## config.mk

```make
export PLATFORM = sky130hd
export DESIGN_NAME = systolic_output_queue
export DESIGN_NICKNAME = d
export VERILOG_FILES = /design/src/rtl/systolic_output_queue.sv
export SDC_FILE = /design/constraint.sdc
export NUM_CORES = 2
export LEC_CHECK = 0
export BUFFER_PORTS_ARGS = -buffer_cell sky130_fd_sc_hd__buf_2
export CORE_MARGIN = 1
export CORE_UTILIZATION = 27
export DETAILED_ROUTE_END_ITERATION = 10
export PLACE_DENSITY = 0.47
export SLEW_MARGIN = 25
export SYNTH_ARGS = -nofsm -noshare
export SYNTH_HDL_FRONTEND = slang
export SYNTH_SLANG_ARGS = --single-unit
```

## constraint.sdc

```tcl
create_clock -name clk_i -period 8.1 [get_ports clk_i]
set_input_delay 0.405 -clock clk_i [delete_from_list [all_inputs] [get_ports clk_i]]
set_output_delay 0.405 -clock clk_i [all_outputs]
set_load 0.01 [all_outputs]
```

## src/rtl/systolic_output_queue.sv

```systemverilog
// Collects N results per column from a systolic array into an N*N row-major buffer; optional idle watchdog under SYSTOLIC_OQ_TIMEOUT_EN.
// Latency: a column write lands on the next edge; host reads return registered data one cycle after rd_en_i.
// Backpressure: none -- producers are never stalled; words arriving on a full column are dropped and flagged in overflow_o.
module systolic_output_queue #(
    parameter int N              = 8,
    parameter int DATA_WIDTH     = 32,
    parameter int TIMEOUT_CYCLES = 1024
) (
    input  logic                             clk_i,
    input  logic                             rst_i,
    input  logic                             start_i,
    input  logic [N-1:0][DATA_WIDTH-1:0]     col_data_i,
    input  logic [N-1:0]                     col_valid_i,
    input  logic                             rd_en_i,
    input  logic [$clog2(N*N)-1:0]           rd_addr_i,
    output logic [DATA_WIDTH-1:0]            rd_data_o,
    output logic                             rd_valid_o,
    output logic                             busy_o,
    output logic                             done_o,
    output logic                             overflow_o,
    output logic                             timeout_o
);

    localparam int DEPTH = N * N;
    localparam int AW    = $clog2(DEPTH);
    localparam int CW    = $clog2(N + 1);

    typedef enum logic [1:0] {
        S_IDLE    = 2'd0,
        S_COLLECT = 2'd1,
        S_DONE    = 2'd2
    } state_t;

    state_t                state;
    state_t                state_nxt;
    logic [DATA_WIDTH-1:0] mem      [DEPTH];
    logic [CW-1:0]         cnt      [N];
    logic [CW-1:0]         cnt_nxt  [N];
    logic [AW-1:0]         wr_addr  [N];
    logic [N-1:0]          wr_en;
    logic                  all_full;
    logic                  drop;
    logic                  clear;
    logic                  overflow_q;
    logic                  timeout_hit;

    always_comb begin
        state_nxt = state;
        clear     = 1'b0;
        drop      = 1'b0;
        all_full  = 1'b1;
        wr_en     = '0;
        for (int c = 0; c < N; c++) begin
            cnt_nxt[c] = cnt[c];
            wr_addr[c] = AW'(int'(cnt[c]) * N + c);
            if (col_valid_i[c]) begin
                if (cnt[c] == CW'(N)) begin
                    drop = drop | (state != S_IDLE);
                end else if (state == S_COLLECT) begin
                    wr_en[c]   = 1'b1;
                    cnt_nxt[c] = cnt[c] + 1'b1;
                end
            end
            if (cnt_nxt[c] != CW'(N)) begin
                all_full = 1'b0;
            end
        end

        // Completion looks ahead at this cycle's writes so simultaneous final words finish together.
        case (state)
            S_IDLE: begin
                if (start_i) begin
                    state_nxt = S_COLLECT;
                    clear     = 1'b1;
                end
            end
            S_COLLECT: begin
                if (all_full || timeout_hit) begin
                    state_nxt = S_DONE;
                end
            end
            S_DONE: begin
                if (start_i) begin
                    state_nxt = S_COLLECT;
                    clear     = 1'b1;
                end
            end
            default: begin
                state_nxt = S_IDLE;
            end
        endcase

        if (clear) begin
            for (int c = 0; c < N; c++) begin
                cnt_nxt[c] = '0;
            end
        end
    end

    always_ff @(posedge clk_i) begin
        if (rst_i) begin
            state      <= S_IDLE;
            overflow_q <= 1'b0;
            for (int c = 0; c < N; c++) begin
                cnt[c] <= '0;
            end
        end else begin
            state <= state_nxt;
            cnt   <= cnt_nxt;
            if (clear) begin
                overflow_q <= 1'b0;
            end else if (drop) begin
                overflow_q <= 1'b1;
            end
        end
    end

    // Storage is deliberately not reset; each column owns a disjoint address set so writes never collide.
    always_ff @(posedge clk_i) begin
        for (int c = 0; c < N; c++) begin
            if (wr_en[c] && !rst_i) begin
                mem[wr_addr[c]] <= col_data_i[c];
            end
        end
    end

    always_ff @(posedge clk_i) begin
        if (rst_i) begin
            rd_data_o  <= '0;
            rd_valid_o <= 1'b0;
        end else begin
            rd_valid_o <= rd_en_i;
            if (rd_en_i) begin
                rd_data_o <= mem[rd_addr_i];
            end
        end
    end

`ifdef SYSTOLIC_OQ_TIMEOUT_EN
    localparam int TW = $clog2(TIMEOUT_CYCLES + 1);

    logic [TW-1:0] idle_cnt;
    logic          timeout_q;

    assign timeout_hit = (state == S_COLLECT) && (col_valid_i == '0) &&
                         (idle_cnt == TW'(TIMEOUT_CYCLES - 1));

    always_ff @(posedge clk_i) begin
        if (rst_i || clear) begin
            idle_cnt  <= '0;
            timeout_q <= 1'b0;
        end else begin
            if (timeout_hit) begin
                timeout_q <= 1'b1;
            end
            if (state == S_COLLECT) begin
                idle_cnt <= (col_valid_i == '0) ? idle_cnt + 1'b1 : '0;
            end
        end
    end

    assign timeout_o = timeout_q;
`else
    assign timeout_hit = 1'b0;
    assign timeout_o   = 1'b0;
`endif

    assign busy_o     = (state == S_COLLECT);
    assign done_o     = (state == S_DONE);
    assign overflow_o = overflow_q;

endmodule

```

Yosys cells after proc, flatten, opt, wreduce, memory -nomap -nowiden
Memory sizes are Yosys's and may differ from the RTL's. A register that Yosys moved wholly into a read port is not among the register bits.
Index checks and enable logic that the tools add are counted.
{"block": "totals", "ff_bits": 36, "latch_bits": 0, "ramBits": 2048, "rom_bits": 0, "input_bits": 274, "n_memories": 1}
{"memory": "mem", "depth": 64, "width": 32, "read_ports": 1, "rd_clocked_by_memory_dff": 1, "wr": 8, "line": "36", "text": "logic [DATA_WIDTH-1:0] mem [DEPTH];"}
{"block": "classes", "addsub": 15, "mul": 0, "n_div": 0, "n_lt_le_gt_ge": 0, "eq_ne": 20, "shift": 0, "muxes": 86, "bitwise": 7, "reduce_logical": 14}
{"operator": "$mux 4", "count": 24}
{"operator": "$mux 1", "count": 59}
{"operator": "$add 4x1->4 const B", "count": 8}
{"operator": "$eq 4x4->1 const B", "count": 8}
{"operator": "$ne 4x4->1 const B", "count": 8}
{"operator": "$add 6x3->6 const B", "count": 4}
{"operator": "$add 6x2->6 const B", "count": 2}
{"operator": "$logic_and 1x1->1", "count": 8}
{"operator": "$or 1x1->1", "count": 7}
{"operator": "$add 6x1->6 const B", "count": 1}
{"operator": "$mux 2", "count": 2}
{"operator": "$ne 2x1->1 const B", "count": 2}
{"operator": "$pmux 2 s2", "count": 1}
{"operator": "$reduce_or 2->1", "count": 2}
{"operator": "$eq 2x1->1 const B", "count": 1}
{"operator": "$eq 2x2->1 const B", "count": 1}
{"operator": "$logic_not 2->1", "count": 1}
{"operator": "$reduce_and 2->1", "count": 1}
{"operator": "$reduce_bool 2->1", "count": 1}
{"operator": "$logic_not 1->1", "count": 1}

Longest topological paths before layout
{"block": "logic_depth", "ltp_word": 24, "ltp_mapped": 9, "ltp_nobuf": 8}

Least setup slack after synthesis
No wires, ideal clock.
{"block": "synth_timing", "kind": "reg-to-reg", "start": "register cnt[1] (netlist bit)", "end": "memory mem[7][0] (enable)", "setup_time_ps": 461, "arrival_ps": 3803, "t_required_ps": 7639, "path_slack_ps": 3836, "stages_incl_launch_ff": 7, "cell_sequence": "dfxtp_1 > inv_1 > ha_1 > and3b_1 > or2_2 > or3_1 > nor3_1"}
{"item": "start, declared", "line": "37", "text": "logic [CW-1:0] cnt [N];"}
{"item": "start signal, assigned", "line": "109", "text": "cnt <= cnt_nxt;"}
{"item": "end, declared", "line": "36"}

==> reports/results.ini <==
[detailed_routing]
drtIter0Drc=4578
wirelength_mm=300
wl_per_cell_um=33.4
drc=0
dr.pass1.iters=5
ant_nets=0
via_count=45100
avgViaCountPerCell=5.01

[sta]
tightest_slew_ps=1130
hold_violations=0
fmax_mhz=272
setup_tns_ps=0
finalCriticalPeriod_ps=3670
finClkSkew_ps=45.4
holdWs_ps=53.7
setup_violations=0
slew-limit-headroom_pct=24.7
post-route-period-util_pct=45.4
final_max_slew_viol_count=0
rsz0062_at_grt=false

[synth]
synthArstFlopShare_pct=0
synth-xor-area-share_pct=0.0968
synth_compound_area_share_pct=4.18
synthAdderAreaFrac_pct=0.246
synth_nets=4458
synthesis.area_um2=81500
yosys.area_share.simple_pct=3.27
synth_mux_area_share_pct=13.5
yosysWarnings=0
synth_flop_cell=edfxtp_1
ys_seq_elements=2116
syn_inst=4168
avgSynthCellArea_um2=19.5
synth_edf_count=2048
ys_seq_area_share_pct=77.2
post_synth_num_cell_types=53
synth_top_family_by_area=multiplexers

[power_and_ir_drop]
powerDensity_nw_per_um2=235
clkPwrFrac_pct=41.7
total_power_uw=22900
p_switching_uw=5010
power_frac_seq_pct=52.7
comb_power_share_pct=5.6
p_leak_uw=0.0318
p_int_uw=17900
p_sw_share_pct=21.9
ir_drop_uv=172

[grt]
track_usage_pct=19.4
antenna_found_initial=133
grt_pass1_wl_mm=401
grt_overflow=0
grt_max_degree=129
grt_pass1_vias=45100

[place]
portBuffers=309
dp_hpwl_mm=169
placed_area_um2=88200
gp_congestion=0.822

[job]
cap_violations=0

[cts]
clk_pin_slew_ps=60
cts_tree=yes
ctsHtreeMaxLevel=4
cts_buffers=212
cts_buffer_depth=4
root_buffer=clkbuf_16
post_cts_buffers=0
clk_latency_ps=860
cts.repair.resized=0
clock_sinks=2116

[final_layout]
design_area_um2=97500
area_delta_synth_final_pct=19.7
nets=5102
drive_gt1_share_pct=20.8
nFillCells=28600

[critical_path]
r2r_end=mem[9][17]
endpoint_kind=register
ff2ff_path_depth=7
critPathLaunchType=register
cp_max_fo=27
cp.arrival_ps=4130
required_ps=8560
rr_startpoint=cnt[25]
r2r_setup_slack_ps=4430
path_class=register to register

[floorplan]
initial_core_util_pct=27.2
die_area_um2=304000
rows=201
core_area_um2=300000
die_y_um=551
die-width_um=551
io_pins=311

[hold_path]
worstHoldPathCells=4
min_to=cnt[8]
min_from=col_valid_i[5]
hp-class=input port to register

[outcome]
status=finished clean

sequential cells by signal, summed over array words and instances (netlist names):
signal,count
mem,2048
cnt,32
rd_data_o,32
overflow_o,1
rd_valid_o,1
state,2
cells by family after synthesis:
kind of cell / count (synthesis)
simple gates: 511
compound gates: 472
other cells: 1
xor+xnor: 9
buf+inv: 264
fa+ha+maj: 16
flops: 2116
mux: 779
per-stage QoR:
| step | setup WS [ps] | utilization [%] | std cells |
|---|---|---|---|
| floorplan | 3840 | - | 4168 |
| finish | 4430 | 32.5 | 8992 |
| CTS | 4400 | 32.5 | 8936 |
| global route | 4310 | 32.5 | 8974 |
| detailed placement | 4120 | 29.4 | 8293 |
| global placement | 4050 | 29.4 | 8293 |
cell type report:
class                           instances  area [µm²]  area share [%]
Antenna cell                           56         140           0.144
Clock buffer                          267        5650            5.79
Clock inverter                        113         932           0.956
Inverter                               19        71.3          0.0731
Multi-Input combinational cell       1788       17900            18.3
Sequential cell                      2116       62900            64.4
Tap cell                             3958        4950            5.08
Timing Repair Buffer                  675        5070            5.20
timing repair:
item / CTS / global route
endpoints found under the hold margin: 2060 / 0
endpoints found under the setup margin: 0 / 0
hold buffers: 263 / 0
critical path, cell delays in order (launching register included):
cell and delay (ps):
dfxtp_1 500, inv_1 100, ha_1 200, and3b_1 200, or2_1 260, or3_1 470, nor3_2 730, buf_4 770
worst max-delay path by stage:
stage	depth (start not counted)	slack (ps)	startpoint	to
6_report	7	4430	cnt[25]	mem[9][17]
5_1_grt	7	4310	cnt[25]	mem[9][30]
4_1_cts	7	4400	cnt[25]	mem[9][30]
3_5_place_dp	8	4120	rd_addr_i[0]	rd_data_o[13]
3_3_place_gp	8	4050	rd_addr_i[2]	rd_data_o[29]
2_1_floorplan	6	3840	cnt[1]	mem[7][0]
synth_stat cells, types with 2 or more instances:
cell type / n / area, µm²
a21oi_1: 83 / 415
a221o_1: 32 / 320
a22oi_1: 324 / 2430
a311oi_1: 3 / 26.3
and3_1: 2 / 12.5
and3b_1: 7 / 61.3
buf_1: 10 / 37.5
buf_2: 109 / 546
buf_4: 8 / 60.1
buf_6: 13 / 146
clkbuf_1: 105 / 394
dfxtp_1: 68 / 1360
edfxtp_1: 2048 / 61500
ha_1: 16 / 200
inv_1: 19 / 71.3
mux2_2: 2 / 22.5
mux2i_1: 520 / 5200
mux4_2: 256 / 5770
nand2_1: 101 / 379
nand2b_1: 10 / 62.6
nand3_1: 143 / 716
nand3b_1: 10 / 75.1
nand4_1: 67 / 419
nand4b_1: 5 / 43.8
nor2_1: 72 / 270
nor2b_1: 10 / 62.6
nor3_1: 20 / 100
nor3b_1: 36 / 270
nor4_1: 4 / 25.0
o211ai_1: 4 / 30.0
o21a_1: 3 / 22.5
o21ai_0: 10 / 50.1
o21ba_2: 3 / 30.0
o22ai_1: 3 / 18.8
or2_2: 3 / 18.8
or3_1: 13 / 81.3
or3b_1: 2 / 17.5
or4_1: 2 / 15.0
xnor2_1: 8 / 70.1
power groups by stage:
stage | combinational, µW | sequential [µW] | clock, µW
floorplan | 564 | 12300 | 0
global placement | 1150 | 12300 | 0
detailed placement | 1150 | 12300 | 0
CTS | 1290 | 12100 | 9710
global route | 1350 | 12100 | 10100
finish | 1280 | 12100 | 9560
layout by cell type, fill, tap and decap left out, drive strengths merged, types with 13 or more instances in the layout:
cell type / n
nand2: 101
dlygate4sd3: 263
nand4: 67
edfxtp: 2048
mux4: 256
clkbuf: 267
nand3: 143
buf: 412
inv: 24
a221o: 32
a22oi: 324
or3: 13
nor3b: 36
clkinv: 87
nor2: 72
nor3: 20
a21oi: 83
diode: 56
mux2i: 520
dfxtp: 68
ha: 16
bufinv: 16
per-layer routing:
layer  up-vias  GRT usage [%]  wire [µm]
met5         -              0        376
met4        58           4.95       7850
met3       483           4.26      22400
met2      1832           32.2     144000
met1     24200           25.6     126000
li1      18500              -          -
Note: power is estimated with default switching activity, not from simulation.
